`src/rtl/iq_magnitude.sv`:
```
// Computes floor(sqrt(I^2 + Q^2)) for one signed I/Q pair.
// The two squares share one shift-add multiplier; the root comes from an external sqrt_fixed.
//   state | meaning
//   IDLE  | waiting for start
//   SQ_I  | shift-add |I|^2 into accumulator
//   SQ_Q  | shift-add |Q|^2 into accumulator
//   REQ   | offering the sum to sqrt_fixed
//   WAIT  | waiting for the sqrt result
module iq_magnitude #(
  parameter int IQ_WIDTH  = 16,
  parameter int SUM_WIDTH = 2*IQ_WIDTH,
  parameter int MAG_WIDTH = IQ_WIDTH
) (
  input  logic                 clk,
  input  logic                 reset,
  input  logic                 start,
  input  logic [IQ_WIDTH-1:0]  i_in,
  input  logic [IQ_WIDTH-1:0]  q_in,
  output logic                 busy,
  output logic                 done,
  output logic [MAG_WIDTH-1:0] mag_out,
  output logic                 sqrt_input_ready,
  output logic [SUM_WIDTH-1:0] sqrt_in,
  input  logic                 sqrt_flag_new_input,
  input  logic                 sqrt_in_use,
  input  logic                 sqrt_output_ready,
  input  logic [MAG_WIDTH-1:0] sqrt_out
);
  localparam int CW = (IQ_WIDTH > 1) ? $clog2(IQ_WIDTH) : 1;

  typedef enum logic [2:0] {IDLE, SQ_I, SQ_Q, REQ, WAIT} state_t;

  state_t               state, state_next;
  logic [SUM_WIDTH-1:0] acc, mcand, acc_add;
  logic [IQ_WIDTH-1:0]  mplier, abs_q;
  logic [IQ_WIDTH-1:0]  abs_i_in, abs_q_in;
  logic [CW-1:0]        bit_cnt;
  logic                 last_bit;
  logic                 sqrt_in_use_unused;

  // the most negative input maps to 2^(IQ_WIDTH-1), which is still representable unsigned
  assign abs_i_in = i_in[IQ_WIDTH-1] ? (~i_in + IQ_WIDTH'(1)) : i_in;
  assign abs_q_in = q_in[IQ_WIDTH-1] ? (~q_in + IQ_WIDTH'(1)) : q_in;

  assign acc_add  = mplier[0] ? (acc + mcand) : acc;
  assign last_bit = (bit_cnt == '0);
  assign busy     = (state != IDLE);

  // handshake monitor input only; control never depends on it
  assign sqrt_in_use_unused = sqrt_in_use;

  always_ff @(posedge clk) begin
    if (reset) state <= IDLE;
    else       state <= state_next;
  end

  always_comb begin
    state_next = state;
    case (state)
      IDLE: if (start)               state_next = SQ_I;
      SQ_I: if (last_bit)            state_next = SQ_Q;
      SQ_Q: if (last_bit)            state_next = REQ;
      REQ:  if (sqrt_flag_new_input) state_next = WAIT;
      WAIT: if (sqrt_output_ready)   state_next = IDLE;
      default:                       state_next = IDLE;
    endcase
  end

  always_ff @(posedge clk) begin
    if (reset) begin
      done             <= 1'b0;
      mag_out          <= '0;
      sqrt_input_ready <= 1'b0;
      sqrt_in          <= '0;
      acc              <= '0;
      mcand            <= '0;
      mplier           <= '0;
      abs_q            <= '0;
      bit_cnt          <= '0;
    end else begin
      done <= 1'b0;
      case (state)
        IDLE: if (start) begin
          mcand   <= SUM_WIDTH'(abs_i_in);
          mplier  <= abs_i_in;
          abs_q   <= abs_q_in;
          acc     <= '0;
          bit_cnt <= CW'(IQ_WIDTH-1);
        end
        SQ_I: begin
          acc <= acc_add;
          if (last_bit) begin
            mcand   <= SUM_WIDTH'(abs_q);
            mplier  <= abs_q;
            bit_cnt <= CW'(IQ_WIDTH-1);
          end else begin
            mcand   <= mcand << 1;
            mplier  <= mplier >> 1;
            bit_cnt <= bit_cnt - CW'(1);
          end
        end
        SQ_Q: begin
          acc     <= acc_add;
          mcand   <= mcand << 1;
          mplier  <= mplier >> 1;
          bit_cnt <= bit_cnt - CW'(1);
          if (last_bit) begin
            sqrt_in          <= acc_add;
            sqrt_input_ready <= 1'b1;
          end
        end
        REQ: if (sqrt_flag_new_input) sqrt_input_ready <= 1'b0;
        WAIT: if (sqrt_output_ready) begin
          mag_out <= sqrt_out;
          done    <= 1'b1;
        end
        default: ;
      endcase
    end
  end
endmodule

```
`config.mk`:
```
export PLATFORM = sky130hd
export DESIGN_NAME = iq_magnitude
export DESIGN_NICKNAME = d
export VERILOG_FILES = /design/src/rtl/iq_magnitude.sv
export SDC_FILE = /design/constraint.sdc
export NUM_CORES = 1
export LEC_CHECK = 0
export ABC_AREA = 1
export CAP_MARGIN = 20
export CORE_MARGIN = 2
export CORE_UTILIZATION = 39
export CTS_BUF_LIST = sky130_fd_sc_hd__clkbuf_2 sky130_fd_sc_hd__clkbuf_4 sky130_fd_sc_hd__clkbuf_8
export DETAILED_ROUTE_END_ITERATION = 6
export PLACE_DENSITY = 0.69
export SYNTH_ARGS = -nofsm -noshare
export SYNTH_HDL_FRONTEND = slang
export SYNTH_SLANG_ARGS = --single-unit
```
`constraint.sdc`:
```
create_clock -name clk -period 2.31 [get_ports clk]
set_input_delay 0.231 -clock clk [delete_from_list [all_inputs] [get_ports clk]]
set_output_delay 0.231 -clock clk [all_outputs]
set_load 0.03 [all_outputs]
```
; Word-level counts from Yosys, hierarchy flattened
; Cells that the tools add are included.
[totals]
ramBits = 0
romBits = 0
regBits = 153
input_bits = 54
wordCells = 65
latch_bits = 0
memories = 0
[classes]
n_div = 0
addsub = 4
n_reduce_logical = 15
n_shift = 0
mux = 24
multipliers = 0
bitwise = 3
magnitude_cmp = 0
n_eq_ne = 9
[op_table]
columns = operator, n
row1 = $mux W32, 4
row2 = $pmux W32 S3, 1
row3 = $mux W16, 4
row4 = $pmux W32 S2, 1
row5 = $pmux W16 S3, 1
row6 = $add A16 B1 Y16 const B, 2
row7 = $add A32 B32 Y32, 1
row8 = $not A16 Y16, 2
row9 = $mux W3, 5
row10 = $pmux W3 S5, 1
row11 = $pmux W4 S3, 1
row12 = $ne A2 B2 Y1 const B, 5
row13 = $reduce_and A2 Y1, 5
row14 = $mux W4, 2
row15 = $eq A3 B2 Y1 const B, 2
row16 = $reduce_bool A3 Y1, 2
row17 = $reduce_and A5 Y1, 1
row18 = $logic_not A4 Y1, 1
row19 = $reduce_bool A2 Y1, 2
row20 = $reduce_or A2 Y1, 2
row21 = $sub A4 B1 Y4 const B, 1
row22 = $eq A3 B1 Y1 const B, 1
row23 = $eq A3 B3 Y1 const B, 1
row24 = $logic_not A3 Y1, 1
row25 = 4 further kinds, 6

; Logic depth before layout (Yosys ltp)
[depth]
depth_word = 5
depth_mapped = 16

; Least setup slack after synthesis
; No wires, ideal clock.
[synth_path]
kind = register -> register
start = register acc[0]
end = register sqrt_in[24]
path_slack_ps = 368
stages_incl_launch_ff = 17
arrival_ps = 1833
cell_sequence = dfxtp_1 > ha_1 > fa_1 > nand3_1 > nand3_1 > nand2_1 > nand2_1 > nand2_1 > nand2_1 > nand2_1 > nand2_1 > nand2_1 > nand3_1 > nand2_1 > nand2_1 > nand2_1 > inv_1
[synth_between]
elab_chain_cells = 2
[synth_rtl]
columns = item, line
row1 = start: declaration, 34  ; logic [SUM_WIDTH-1:0] acc, mcand, acc_add;
row2 = start signal: assignment, 75  ; acc <= '0;
row3 = start signal: assignment, 87  ; acc <= '0;
row4 = start signal: assignment, 91  ; acc <= acc_add;
row5 = $add A32 B32 Y32, 45  ; assign acc_add = mplier[0] ? (acc + mcand) : acc;
row6 = $mux W32, 45
row7 = end signal: assignment, 74  ; sqrt_in <= '0;
row8 = end signal: assignment, 108  ; sqrt_in <= acc_add;
row9 = end: declaration, 23  ; output logic [SUM_WIDTH-1:0] sqrt_in,
; Every way passes these cells.
; A chain may end at the register's enable or synchronous reset.

; Final worst setup path
[layout_path]
start = register acc[0]
end = register sqrt_in[12]
; Same word-level chain as after synthesis.

==> results.md <==
* Hold Fails Final Rpt at 0
* Post-Syn Area at between 9000 and 10000 um^2
* Post-CTS Setup Repair Bufs at 0
* H-tree depth at 4
* IO Pins at approximately 110
* Final Power at 11500 uW
* WL per Instance at 13.06 um
* Top cell family by delay on the critical path: simple AND/OR/NAND/NOR gates
* Distinct cells, synth at 47
* Residual DRC at 0
* RSZ-0062 raised after global routing: yes
* Syn_nets at about 1600
* Top cells by count, synth: nand2_1 (429), inv_1 (222), dfxtp_1 (153), nor2_1 (139), a21oi_1 (130)
* Cell taking the most area after synthesis: dfxtp_1
* Rows at between 50 and 60
* Reg2reg start: acc[0]$_SDFFE_PP0P_
* Detailed Routing Iterations Pass 1 at 5
* Cell Pwr Density at between 1000 and 1500 nW/um^2
* Die width at between 150 and 200 um
* Worst VDD drop at approximately 0.64 mV
* Critical path buffers and inverters at 1
* CP Launch Type: flop
* Fillers at ~2600
* EDFF count, synth at 0
* Die area at 25650 um^2
* Hold Path Sink: mag_out[5]$_SDFFE_PP0P_
* Crit-path max cell delay at between 300 and 400 ps
* Outcome: completed
* Top_reg_cell synth: dfxtp_1
* Via-per-instance ratio at slightly below 5
* Maximum fanout along the worst path at 4
* Root buffer cell: clkbuf_8
* Total Routing Usage GR at 0.1991
* Top post-synthesis cells by area: dfxtp_1 (32%), nand2_1 (17%), inv_1 (8.8%), a21oi_1 (6.8%), o21ai_0 (5.8%)
* Reg2Reg Depth at 12
* Pin count of the biggest net entering global routing at between 70 and 80
* Layout cells sized above 1 at 0.06967
* Final worst-path cycle share at 0.9137
* Met2 Usage GRT at 0.3292
* Max Transition Viols Final at 0
* Worst setup path category: flop to flop
* Most frequent cell after synthesis: nand2_1
* Layout net count at between 1500 and 2000
* Critical Path End Type: flop
* Critical path's slowest cell: fa_2
* Worst path cell trace: ha_2 -> fa_2 -> nand3_1 -> nand3_2 -> nand3_1 -> nand3b_1 -> xnor2_1 -> nand2_1 -> nand2_1 -> nand2_1 -> o211ai_1 -> inv_1
* Initial antenna violation count at 1
* Post-route ant nets at 0
* DPL Wire Length at ~19000 um
* Area growth from synthesis to final layout at 19.20%
* Worst skew pair latency at around 470 ps
* Post-synthesis sequential area ratio at 0.3221
* M3 GR Usage at 0.03792
* Initial drt markers at slightly above 600
* Post_cts resized at 0
* Worst EP required at ~2700 ps
* Highest Clock Rate at ~0.47 GHz
* Number of warnings issued by yosys at 0
* Initial core utilization at 0.3945
* Fin crit period at approximately 2100 ps
* Via count at roughly 9500
* Chip Height at ~160 um
* Synth async-reset ratio at 0
* Synthesized area per cell at 6.256 um^2
* Syn Inst Count at 1520
* WL final at between 20000 and 30000 um
* Global route hottest layer: met2
* # setup viols final at 0
* Relative slew margins at 0.5616
* N_diodes at 0
* PortBufs at approximately 100
* Setup WS post-layout at roughly 200 ps
* Most used cell, CP: nand2_1
* Area share of the largest cell type after synthesis at 0.3221
* Global Route met1 Usage at 0.2629
* Final Hold Slack at roughly 290 ps
* Max cap viols at 0
* Hold_sp: reset
* Worst Path Arrival at between 2000 and 2500 ps
* Setup slack, reg-to-reg at 200 ps
* Worst-Margin Slew at approximately 660 ps
* Post-place setup slack at 98.42 ps
* Hold Crit Depth at 5
* Gr ovfl total at 0
* Register bit count reported by yosys at approximately 150
* Pleak at 0.005251 uW
* Vias in the first global route at slightly below 9000
* Final Wtd Congestion at about 0.9
* First-pass GRT wire length at 41970 um
* Worst r2r dst: sqrt_in[12]$_SDFFE_PP0P_
* Core Box Area at 24110 um^2
* TritonCTS clock tree: done
* CTS Hold Bufs at 0
* Worst Hold Class: input pin to flop
* Clock Skew at between 15 and 20 ps
* Clock transition at path regs at about 90 ps
* CTS Buf Count at 17
* Clock tree sinks at roughly 150
* Clock buffer depth at 2
-- metal layers --
metal  up-vias  share of wire
met5         -              0
met4         0          0.022
met3        39          0.044
met2       200           0.44
met1      4269           0.50
li1       5029              -
-- logic make-up (layout without fill, tap and decap cells) --
group / Yosys count / count (layout) / share of synthesized area
flip-flops: 153 / 153 / 0.3221
AND/OR/NAND/NOR: 703 / 703 / 0.3053
adder cells (fa/ha/maj): 35 / 35 / 0.04684
AO/OA/AOI/OAI: 315 / 315 / 0.1820
XOR/XNOR: 25 / 25 / 0.02303
buffers and inverters: 289 / 391 / 0.1208
-- cell type report --
class / count / area (um^2) / share of cell area
multi-input combinational: 1078 / 5330 / 0.4703
sequential: 153 / 3068 / 0.2707
timing repair buffer: 130 / 1254 / 0.1106
inverter: 229 / 859.6 / 0.07584
tap: 324 / 405.4 / 0.03577
clock buffer: 18 / 247.7 / 0.02186
clock inverter: 14 / 170.2 / 0.01501
-- power breakdown --
part | total, uW | switching, uW | internal (uW) | leakage, uW
logic | 5550 | 3580 | 1970 | 0.00379
clock network | 2220 | 1110 | 1100 | 0.000214
registers | 3730 | 470 | 3260 | 0.00125
total | 11500 | 5160 | 6330 | 0.00525
-- flip-flops by register name, summed over array words and instances, names as in the netlist --
| name | flops |
|---|---|
| state | 3 |
| sqrt_input_ready | 1 |
| acc | 32 |
| mplier | 16 |
| sqrt_in | 32 |
| abs_q | 16 |
| done | 1 |
| bit_cnt | 4 |
| mag_out | 16 |
| mcand | 32 |
-- worst min-delay path, cell delays in order --
cell and delay [ps]:
buf_2 100, inv_2 40, buf_12 170, o21ai_0 110, a21oi_1 40
-- per-stage QoR --
step,instances,cell area (um^2),util,TNS [ps]
floorplan,1520,9509,-,0
global placement,1914,10880,0.4515,0
detailed placement,1914,10880,0.4515,0
CTS,1946,11300,0.4689,0
global route,1946,11330,0.4702,-0.3200
finish,1946,11330,0.4702,0
-- worst max path at each step --
stage | start | endpoint | depth (start not counted)
2_1_floorplan | acc[0]$_SDFFE_PP0P_ | sqrt_in[24]$_SDFFE_PP0P_ | 16
3_3_place_gp | acc[0]$_SDFFE_PP0P_ | sqrt_in[12]$_SDFFE_PP0P_ | 12
3_5_place_dp | acc[0]$_SDFFE_PP0P_ | sqrt_in[12]$_SDFFE_PP0P_ | 12
4_1_cts | acc[0]$_SDFFE_PP0P_ | sqrt_in[12]$_SDFFE_PP0P_ | 12
5_1_grt | acc[7]$_SDFFE_PP0P_ | sqrt_in[11]$_SDFFE_PP0P_ | 11
6_report | acc[0]$_SDFFE_PP0P_ | sqrt_in[12]$_SDFFE_PP0P_ | 12
-- placed cells by master, fill, tap and decap left out, types with 4 or more instances in the layout --
cell type	count
o211ai_1	11
o21ai_0	110
inv_2	7
nor3_1	13
buf_4	25
o21ai_1	11
clkdlybuf4s50_1	102
o221ai_1	4
nor2_2	5
a21oi_1	130
xor2_1	8
a211oi_1	10
o21bai_1	5
or2_2	20
clkinv_2	4
inv_1	222
nand2_1	427
ha_1	31
nand3b_1	4
nand4_1	4
nand3_1	77
a31oi_1	19
a21o_1	5
dfxtp_1	149
clkbuf_8	18
xnor2_1	17
dfxtp_2	4
nor2_1	138
Power figures use the tool's default switching activity.
